**src/rtl/led_anim_gen_if.sv**
```systemverilog
// Game-state flags in, end-of-game LED patterns out, between the game FSM
// and the LEDR priority mux.
interface led_anim_gen_if;
    logic        senha_correta;
    logic        derrota;
    logic [17:0] leds_vitoria;
    logic [17:0] leds_derrota;
    logic        derrota_fim;

    modport master (
        output senha_correta,
        output derrota,
        input  leds_vitoria,
        input  leds_derrota,
        input  derrota_fim
    );

    modport slave (
        input  senha_correta,
        input  derrota,
        output leds_vitoria,
        output leds_derrota,
        output derrota_fim
    );
endinterface

```
**src/rtl/led_anim_gen.sv**
```systemverilog
// End-of-game LED animations: bouncing one-hot chaser on victory, 18-LED
// blink that settles solid on defeat, both stepped by a shared prescaler.
module led_anim_gen #(
    parameter int TICK_DIV = 12_500_000,
    parameter int BLINKS   = 5
) (
    input  logic          clk,
    input  logic          rst_n,
    led_anim_gen_if.slave anim_bus
);
    localparam int PW = (TICK_DIV > 1) ? $clog2(TICK_DIV) : 1;
    localparam int CW = $clog2(2 * BLINKS + 1);
    localparam logic [PW-1:0] PRESC_LAST   = PW'(TICK_DIV - 1);
    localparam logic [PW-1:0] PRESC_ONE    = PW'(1);
    localparam logic [CW-1:0] TOGGLES      = CW'(2 * BLINKS);
    localparam logic [CW-1:0] TOGGLES_LAST = CW'(2 * BLINKS - 1);
    localparam logic [CW-1:0] TOGGLE_ONE   = CW'(1);
    localparam logic [4:0]    POS_LAST     = 5'd17;

    typedef enum logic [1:0] {IDLE, WIN, LOSE} state_t;

    state_t        r_state;
    logic [PW-1:0] r_presc;
    logic [4:0]    r_pos;
    logic          r_dir_up;
    logic [CW-1:0] r_toggles;
    logic [17:0]   r_leds_vitoria;
    logic [17:0]   r_leds_derrota;
    logic          r_derrota_fim;

    logic          w_tick;
    logic [4:0]    w_pos_next;
    logic          w_dir_up_next;
    logic [17:0]   w_chase_next;

    assign w_tick        = (r_presc == PRESC_LAST);
    assign w_pos_next    = r_dir_up ? (r_pos + 5'd1) : (r_pos - 5'd1);
    // Turn around on arrival so each end position is shown for a single step.
    assign w_dir_up_next = (w_pos_next == POS_LAST) ? 1'b0 :
                           (w_pos_next == 5'd0)     ? 1'b1 : r_dir_up;

    genvar gi;
    generate
        for (gi = 0; gi < 18; gi++) begin : g_chase
            assign w_chase_next[gi] = (w_pos_next == 5'(gi));
        end
    endgenerate

    always_ff @(posedge clk or negedge rst_n) begin
        if (!rst_n) begin
            r_state        <= IDLE;
            r_presc        <= '0;
            r_pos          <= '0;
            r_dir_up       <= 1'b1;
            r_toggles      <= '0;
            r_leds_vitoria <= '0;
            r_leds_derrota <= '0;
            r_derrota_fim  <= 1'b0;
        end else begin
            r_presc <= w_tick ? '0 : (r_presc + PRESC_ONE);
            case (r_state)
                IDLE: begin
                    r_presc        <= '0;
                    r_pos          <= '0;
                    r_dir_up       <= 1'b1;
                    r_toggles      <= '0;
                    r_leds_vitoria <= '0;
                    r_leds_derrota <= '0;
                    r_derrota_fim  <= 1'b0;
                    if (anim_bus.senha_correta) begin
                        r_state        <= WIN;
                        r_leds_vitoria <= 18'h00001;
                    end else if (anim_bus.derrota) begin
                        r_state        <= LOSE;
                        r_leds_derrota <= 18'h3FFFF;
                    end
                end
                WIN: begin
                    if (!anim_bus.senha_correta) begin
                        r_state        <= IDLE;
                        r_presc        <= '0;
                        r_pos          <= '0;
                        r_dir_up       <= 1'b1;
                        r_leds_vitoria <= '0;
                    end else if (w_tick) begin
                        r_pos          <= w_pos_next;
                        r_dir_up       <= w_dir_up_next;
                        r_leds_vitoria <= w_chase_next;
                    end
                end
                LOSE: begin
                    if (anim_bus.senha_correta) begin
                        r_state        <= WIN;
                        r_presc        <= '0;
                        r_pos          <= '0;
                        r_dir_up       <= 1'b1;
                        r_toggles      <= '0;
                        r_leds_vitoria <= 18'h00001;
                        r_leds_derrota <= '0;
                        r_derrota_fim  <= 1'b0;
                    end else if (!anim_bus.derrota) begin
                        r_state        <= IDLE;
                        r_presc        <= '0;
                        r_toggles      <= '0;
                        r_leds_derrota <= '0;
                        r_derrota_fim  <= 1'b0;
                    end else if (w_tick && (r_toggles != TOGGLES)) begin
                        r_leds_derrota <= ~r_leds_derrota;
                        r_toggles      <= r_toggles + TOGGLE_ONE;
                        r_derrota_fim  <= (r_toggles == TOGGLES_LAST);
                    end
                end
                default: r_state <= IDLE;
            endcase
        end
    end

    assign anim_bus.leds_vitoria = r_leds_vitoria;
    assign anim_bus.leds_derrota = r_leds_derrota;
    assign anim_bus.derrota_fim  = r_derrota_fim;
endmodule

```
**src/flat_wrapper.sv**
```systemverilog
// flat-port wrapper written by rule: the top's interface ports become plain ports
module led_anim_gen_flat 
#(
    parameter int TICK_DIV = 12_500_000,
    parameter int BLINKS   = 5
)
  (clk, rst_n, anim_bus_senha_correta, anim_bus_derrota, anim_bus_leds_vitoria, anim_bus_leds_derrota, anim_bus_derrota_fim);
  led_anim_gen_if anim_bus_i ();
  input  logic clk;
  input  logic rst_n;
  input wire logic [$bits(anim_bus_i.senha_correta)-1:0] anim_bus_senha_correta;
  input wire logic [$bits(anim_bus_i.derrota)-1:0] anim_bus_derrota;
  output wire logic [$bits(anim_bus_i.leds_vitoria)-1:0] anim_bus_leds_vitoria;
  output wire logic [$bits(anim_bus_i.leds_derrota)-1:0] anim_bus_leds_derrota;
  output wire logic [$bits(anim_bus_i.derrota_fim)-1:0] anim_bus_derrota_fim;
  assign anim_bus_i.senha_correta = anim_bus_senha_correta;
  assign anim_bus_i.derrota = anim_bus_derrota;
  assign anim_bus_leds_vitoria = anim_bus_i.leds_vitoria;
  assign anim_bus_leds_derrota = anim_bus_i.leds_derrota;
  assign anim_bus_derrota_fim = anim_bus_i.derrota_fim;
  led_anim_gen #(.TICK_DIV(TICK_DIV), .BLINKS(BLINKS)) u_core (.clk(clk), .rst_n(rst_n), .anim_bus(anim_bus_i));
endmodule
```
**config.mk**
```make
export PLATFORM = sky130hd
export DESIGN_NAME = led_anim_gen_flat
export DESIGN_NICKNAME = d
export VERILOG_FILES = /design/src/rtl/led_anim_gen_if.sv /design/src/rtl/led_anim_gen.sv /design/src/flat_wrapper.sv
export SDC_FILE = /design/constraint.sdc
export NUM_CORES = 1
export LEC_CHECK = 0
export CAP_MARGIN = 20
export CORE_ASPECT_RATIO = 0.8
export CORE_UTILIZATION = 39
export CTS_BUF_LIST = sky130_fd_sc_hd__clkbuf_16
export CTS_CLUSTER_DIAMETER = 80
export DETAILED_ROUTE_END_ITERATION = 12
export SYNTH_ARGS = -nofsm -noshare
export SYNTH_HDL_FRONTEND = slang
export SYNTH_SLANG_ARGS = --single-unit
export TNS_END_PERCENT = 5
```
**constraint.sdc**
```tcl
create_clock -name clk -period 4.7 [get_ports clk]
set_input_delay 0.94 -clock clk [delete_from_list [all_inputs] [get_ports clk]]
set_output_delay 0.94 -clock clk [all_outputs]
set_load 0.02 [all_outputs]
```
# [Word-level counts from Yosys, hierarchy flattened]
# Cells that the tools add are included.
[totals] ff_bits=73 input_bits=4 output_inout_bits=37 word_cells=92
[classes] n_addsub=4 eq_ne=29 mux=41 n_bitwise=1 n_reduce_logical=9
[ops] op="18-bit two-way mux" n=8
[ops] op="24-bit two-way mux" n=4
[ops] op="24-bit case mux with 3 select lines" n=1
[ops] op="18-bit case mux with 3 select lines" n=1
[ops] op="5-bit by 4-bit == test with 1-bit output (second input constant)" n=8
[ops] op="18-bit case mux with 2 select lines" n=1
[ops] op="24-bit by 1-bit adder with 24-bit output (second input constant)" n=1
[ops] op="24-bit == test (second input constant)" n=1
[ops] op="5-bit by 3-bit == test with 1-bit output (second input constant)" n=4
[ops] op="5-bit two-way mux" n=4
[ops] op="18-bit inverter" n=1
[ops] op="5-bit case mux with 3 select lines" n=1
[ops] op="4-bit two-way mux" n=3
[ops] op="5-bit by 2-bit == test with 1-bit output (second input constant)" n=2
[ops] op="5-bit == test (second input constant)" n=2
[ops] op="2-bit two-way mux" n=5
[ops] op="1-bit two-way mux" n=9
[ops] op="4-bit case mux with 2 select lines" n=1
[ops] op="3-bit != test (second input constant)" n=2
[ops] op="2-bit case mux with 3 select lines" n=1
[ops] op="3-bit AND reduction" n=2
[ops] op="5-bit by 1-bit adder with 5-bit output (second input constant)" n=1
[ops] op="5-bit by 1-bit == test with 1-bit output (second input constant)" n=1
[ops] op="5-bit zero test" n=1
[ops] op="other kinds (18)" n=19

# [Depth between registers and ports, before layout]
[logic_depth] ltp_word=8 depth_mapped=8 ltp_nobuf=7

# [Worst setup path after synthesis]
# No wires, ideal clock.
[synth_path] path_kind="flip-flop to flip-flop" start="register u_core.r_pos[0]" end="register u_core.r_dir_up" setup_time_ps=90 t_arrival_ps=2226 t_required_ps=4610 path_slack_ps=2384 stages_incl_launch_ff=8 n_path_buf=0 period_less_slack_ps=2316 path_cell_list="dfrtp_1 -> inv_1 -> fa_1 -> nand2b_1 -> o311ai_0 -> nand3_1 -> a2111oi_0 -> o22ai_1"
[synth_between] elab_chain_len=7 elab_cells_between_ends=11 cone_classes="2 x add/sub; 2 x eq/ne; 5 x mux; 2 x reduce/logical"
[synth_rtl] item="from (decl)" line="led_anim_gen.sv:24" rtl="logic [4:0] r_pos;"
[synth_rtl] item="from (signal assigned)" line="led_anim_gen.sv:86" rtl="r_pos <= w_pos_next;"
[synth_rtl] item="5-bit by 1-bit subtractor with 5-bit output / 5-bit by 1-bit adder with 5-bit output (equally long branches)" line="led_anim_gen.sv:37" rtl="assign w_pos_next = r_dir_up ? (r_pos + 5'd1) : (r_pos - 5'd1);"
[synth_rtl] item="5-bit two-way mux (*)" line="led_anim_gen.sv:37"
[synth_rtl] item="5-bit == test" line="led_anim_gen.sv:39" rtl="assign w_dir_up_next = (w_pos_next == POS_LAST) ? 1'b0 :"
[synth_rtl] item="1-bit two-way mux" line="led_anim_gen.sv:39"
[synth_rtl] item="1-bit two-way mux" line="led_anim_gen.sv:85" rtl="end else if (w_tick) begin"
[synth_rtl] item="1-bit two-way mux" line="led_anim_gen.sv:79" rtl="if (!anim_bus.senha_correta) begin"
[synth_rtl] item="1-bit case mux with 3 select lines" line="led_anim_gen.sv:61" rtl="case (r_state)"
[synth_rtl] item="to (signal assigned)" line="led_anim_gen.sv:87" rtl="r_dir_up <= w_dir_up_next;"
[synth_rtl] item="to (decl)" line="led_anim_gen.sv:25" rtl="logic r_dir_up;"
# Every way passes the cells marked *; elsewhere a longest branch is shown, timed or not. The select of a mux whose other input is x is not followed.
# A chain may end at the register's enable or synchronous reset.

# [Final worst setup path]
[layout_path] start="register u_core.r_state[0]" end="register u_core.r_presc[15]"
[layout_between] elab_chain_len=2 elab_cells_between_ends=4 cone_classes="2 x eq/ne; 1 x mux; 1 x reduce/logical"
[layout_rtl] item="from (decl)" line="led_anim_gen.sv:22" rtl="state_t r_state;"
[layout_rtl] item="from (signal assigned)" line="led_anim_gen.sv:51" rtl="r_state <= IDLE;"
[layout_rtl] item="from (signal assigned)" line="led_anim_gen.sv:71" rtl="r_state <= WIN;"
[layout_rtl] item="from (signal assigned)" line="led_anim_gen.sv:74" rtl="r_state <= LOSE;"
[layout_rtl] item="2-bit == test (tied with other cells)" line="led_anim_gen.sv:61"
[layout_rtl] item="24-bit case mux with 3 select lines (*)" line="led_anim_gen.sv:61"
[layout_rtl] item="to (signal assigned)" line="led_anim_gen.sv:60" rtl="r_presc <= w_tick ? '0 : (r_presc + PRESC_ONE);"
[layout_rtl] item="to (decl)" line="led_anim_gen.sv:23" rtl="logic [PW-1:0] r_presc;"
# Every way passes the cells marked *; elsewhere a longest branch is shown, timed or not.

==> impl_metrics.env <==
export IMPL_port_buffers=40
export IMPL_p_per_area_nw_per_um2=500
export IMPL_postSynthNetCount=369
export IMPL_wl_per_cell_um=15.3
export IMPL_final_cells=510
export IMPL_final_common_cell="dfrtp_1"
export IMPL_rows=31
export IMPL_cts_tree="yes"
export IMPL_finalMaxSlewViolations=0
export IMPL_initial_core_util=0.409
export IMPL_cp_common_cell="nor2_1"
export IMPL_overflow=0
export IMPL_cts_resized=0
export IMPL_worstPathArrival_ns=3.25
export IMPL_max_stage_delay_ns=0.76
export IMPL_final_nets=411
export IMPL_crit_path_start_kind="flip-flop"
export IMPL_vias=2740
export IMPL_cts_buffers=9
export IMPL_synth_top_area_cell="dfrtp_1"
export IMPL_timing_setup_tns_ns=0
export IMPL_die_area_um2=10000
export IMPL_synth_area_per_cell_um2=10.8
export IMPL_drive_gt1_frac=0.116
export IMPL_fin_crit_sh=0.640
export IMPL_async_flop_share=1.00
export IMPL_yosysTopAreaCellShare=0.480
export IMPL_wl_um=7800
export IMPL_drt_iter0_drc=81
export IMPL_path_class="flip-flop to flip-flop"
export IMPL_cts_hold_buf=0
export IMPL_synth_area_leaders="dfrtp_1 48%, mux2_2 6.3%, ha_1 5.0%, xnor2_1 4.2%, nor2_1 3.5%"
export IMPL_cts_root_buf="clkbuf_16"
export IMPL_hold_path_class="flip-flop to flip-flop"
export IMPL_drc=2
export IMPL_routed_top_layer="met4"
export IMPL_critPathMaxFanout=24
export IMPL_wl_met3_um=295
export IMPL_die_y_um=89.8
export IMPL_netlist_instances=349
export IMPL_grt_max_degree=74
export IMPL_fmax_mhz=332
export IMPL_drv_cap=0
export IMPL_synthDistinctLibCells=57
export IMPL_synth_ff_latch_count=73
export IMPL_yosys_warnings=0
export IMPL_clk_pin_slew_ns=0.05
export IMPL_violations="DRC"
export IMPL_area_growth_syn_to_layout_pct=20.4
export IMPL_drt_pass1_iterations=10
export IMPL_track_usage=0.170
export IMPL_worst_pin_slew_ns=0.930
export IMPL_crit_chain="inv_1, ha_1, nand2_1, nor2_1, nor3_1, nand2b_1, nor2_1"
export IMPL_htree_levels=3
export IMPL_hpwl_um=5260
export IMPL_ys_flop_type="dfrtp_1"
export IMPL_antennaDiodeCount=0
export IMPL_dieWidth_um=112
export IMPL_syn_area_um2=3760
export IMPL_postCtsSetupRepairBufs=0
export IMPL_m1WireLength_um=3960
export IMPL_yosysSeqAreaShare=0.487
export IMPL_setup_viol=0
export IMPL_antenna_found_initial=0
export IMPL_leakagePower_uw=0.00191
export IMPL_antenna_left=0
export IMPL_cpMaxStageDelayCell="ha_1"
export IMPL_grt_pass1_wl_um=13400
export IMPL_hold_viol=0
export IMPL_vias_per_cell=5.37
export IMPL_clock_skew_final_ns=0.00538
export IMPL_finalHoldWorstSlack_ns=0.488
export IMPL_clock_path_buffers=2
export IMPL_fin_area_um2=4520
export IMPL_slew_headroom=0.380
export IMPL_synth_edf_count=0
export IMPL_vdd_drop_max_v=0.000235
export IMPL_cts_num_sinks=73
export IMPL_design_core_area_um2=9190
export IMPL_total_power_uw=2260
export IMPL_final_cell_mix="72 x dfrtp_1, 39 x clkdlybuf4s50_1, 35 x nor2_1"
export IMPL_cp_end_kind="flip-flop"
export IMPL_grt_pass1_vias=2674
export IMPL_dp_cells=494
export IMPL_io_pins=41
export IMPL_place_area_um2=4250
export IMPL_fillers=843
export IMPL_finalCriticalPeriod_ns=3.01
export IMPL_gp_congestion=0.791
export IMPL_required_ns=4.94
export IMPL_wl_met2_um=3450
export IMPL_status="finished, violations left"
export IMPL_rsz0062_at_grt="false"
export IMPL_worstSkewPairLatency_ns=0.33
-- metrics by stage --
stage          setup slack [ns]   util
6_report                   1.69  0.492
5_1_grt                    1.34  0.492
4_1_cts                    1.68  0.490
3_5_place_dp               1.51  0.463
3_3_place_gp               1.58  0.463
2_1_floorplan              2.38      -
-- flip-flops by register name (all words and copies together) (netlist names) --
name and cells:
u_core.anim_bus.leds_vitoria 18, u_core.r_dir_up 1, u_core.anim_bus.derrota_fim 1, u_core.r_pos 5
u_core.anim_bus.leds_derrota 18, u_core.r_presc 24, u_core.r_toggles 4, u_core.r_state 2
-- critical path, delay by kind of cell, from the launching register on --
family / cells / cell delay (ns)
DFF: 1 / 0.41
and+or+nand+nor: 5 / 1.61
buffers and inverters: 1 / 0.12
adders and majority gates: 1 / 0.76
-- worst paths after layout --
check | from | end | slack (ns) | depth (start not counted)
max in group asynchronous | rst_n | u_core.anim_bus.leds_derrota[5] | 3.35 | 1
hold / removal | u_core.anim_bus.leds_vitoria[4] | u_core.anim_bus.leds_vitoria[4] | 0.49 | 1
setup / recovery | u_core.r_state[0] | u_core.r_presc[15] | 1.69 | 7
min in group asynchronous | rst_n | u_core.r_presc[19] | 0.74 | 1
hold reg to reg | u_core.anim_bus.leds_vitoria[4] | u_core.anim_bus.leds_vitoria[4] | 0.49 | 1
setup reg to reg | u_core.r_state[0] | u_core.r_presc[15] | 1.69 | 7
-- Yosys cell counts (all sizes together), types with 2 or more instances --
master   count
dfrtp       72
nor2        35
a21oi       23
mux2        21
inv         18
nand2       18
xnor2       18
ha          15
nand3       15
o2bb2ai     12
nor3         9
nand4        8
xor2         8
a22o         7
clkbuf       7
and4         6
a21o         4
and2         3
buf          3
nand4b       3
nor4         3
o21ai        3
o22ai        3
or4          3
a2111oi      2
and3         2
nand2b       2
nor2b        2
o221ai       2
o31ai        2
or3          2
-- per-layer routing --
layer / track usage / up-vias
met5: 0 / -
met4: 0.0642 / 0
met3: 0.0445 / 9
met2: 0.254 / 46
met1: 0.235 / 1334
li1: - / 1351
-- report_power, final --
group	leakage [µW]	switching (µW)	internal, µW
registers	0.000993	81.5	734
logic	0.000784	481	366
clock network	0.000131	250	346
-- kinds of logic (layout without fill, tap and decap cells) --
group | count (synthesis) | in the layout | synth area share
muxes | 21 | 21 | 0.0630
buffers and inverters | 28 | 74 | 0.0303
and+or+nand+nor | 118 | 118 | 0.177
xor gates and xnor gates | 26 | 26 | 0.0606
AOI/OAI and AO/OA | 67 | 67 | 0.127
adders and majority gates | 16 | 16 | 0.0553
DFF | 73 | 73 | 0.487
-- final cells by class --
type	count	area, µm²	share of cell area
clock inverter	6	28.8	0.00637
sequential	73	1830	0.404
tap	115	144	0.0318
multi-input combinational	248	1810	0.401
clock buffer	9	225	0.0498
inverter	18	67.6	0.0149
timing repair buffer	41	413	0.0913
No activity file was read; power rests on OpenSTA's default activity.
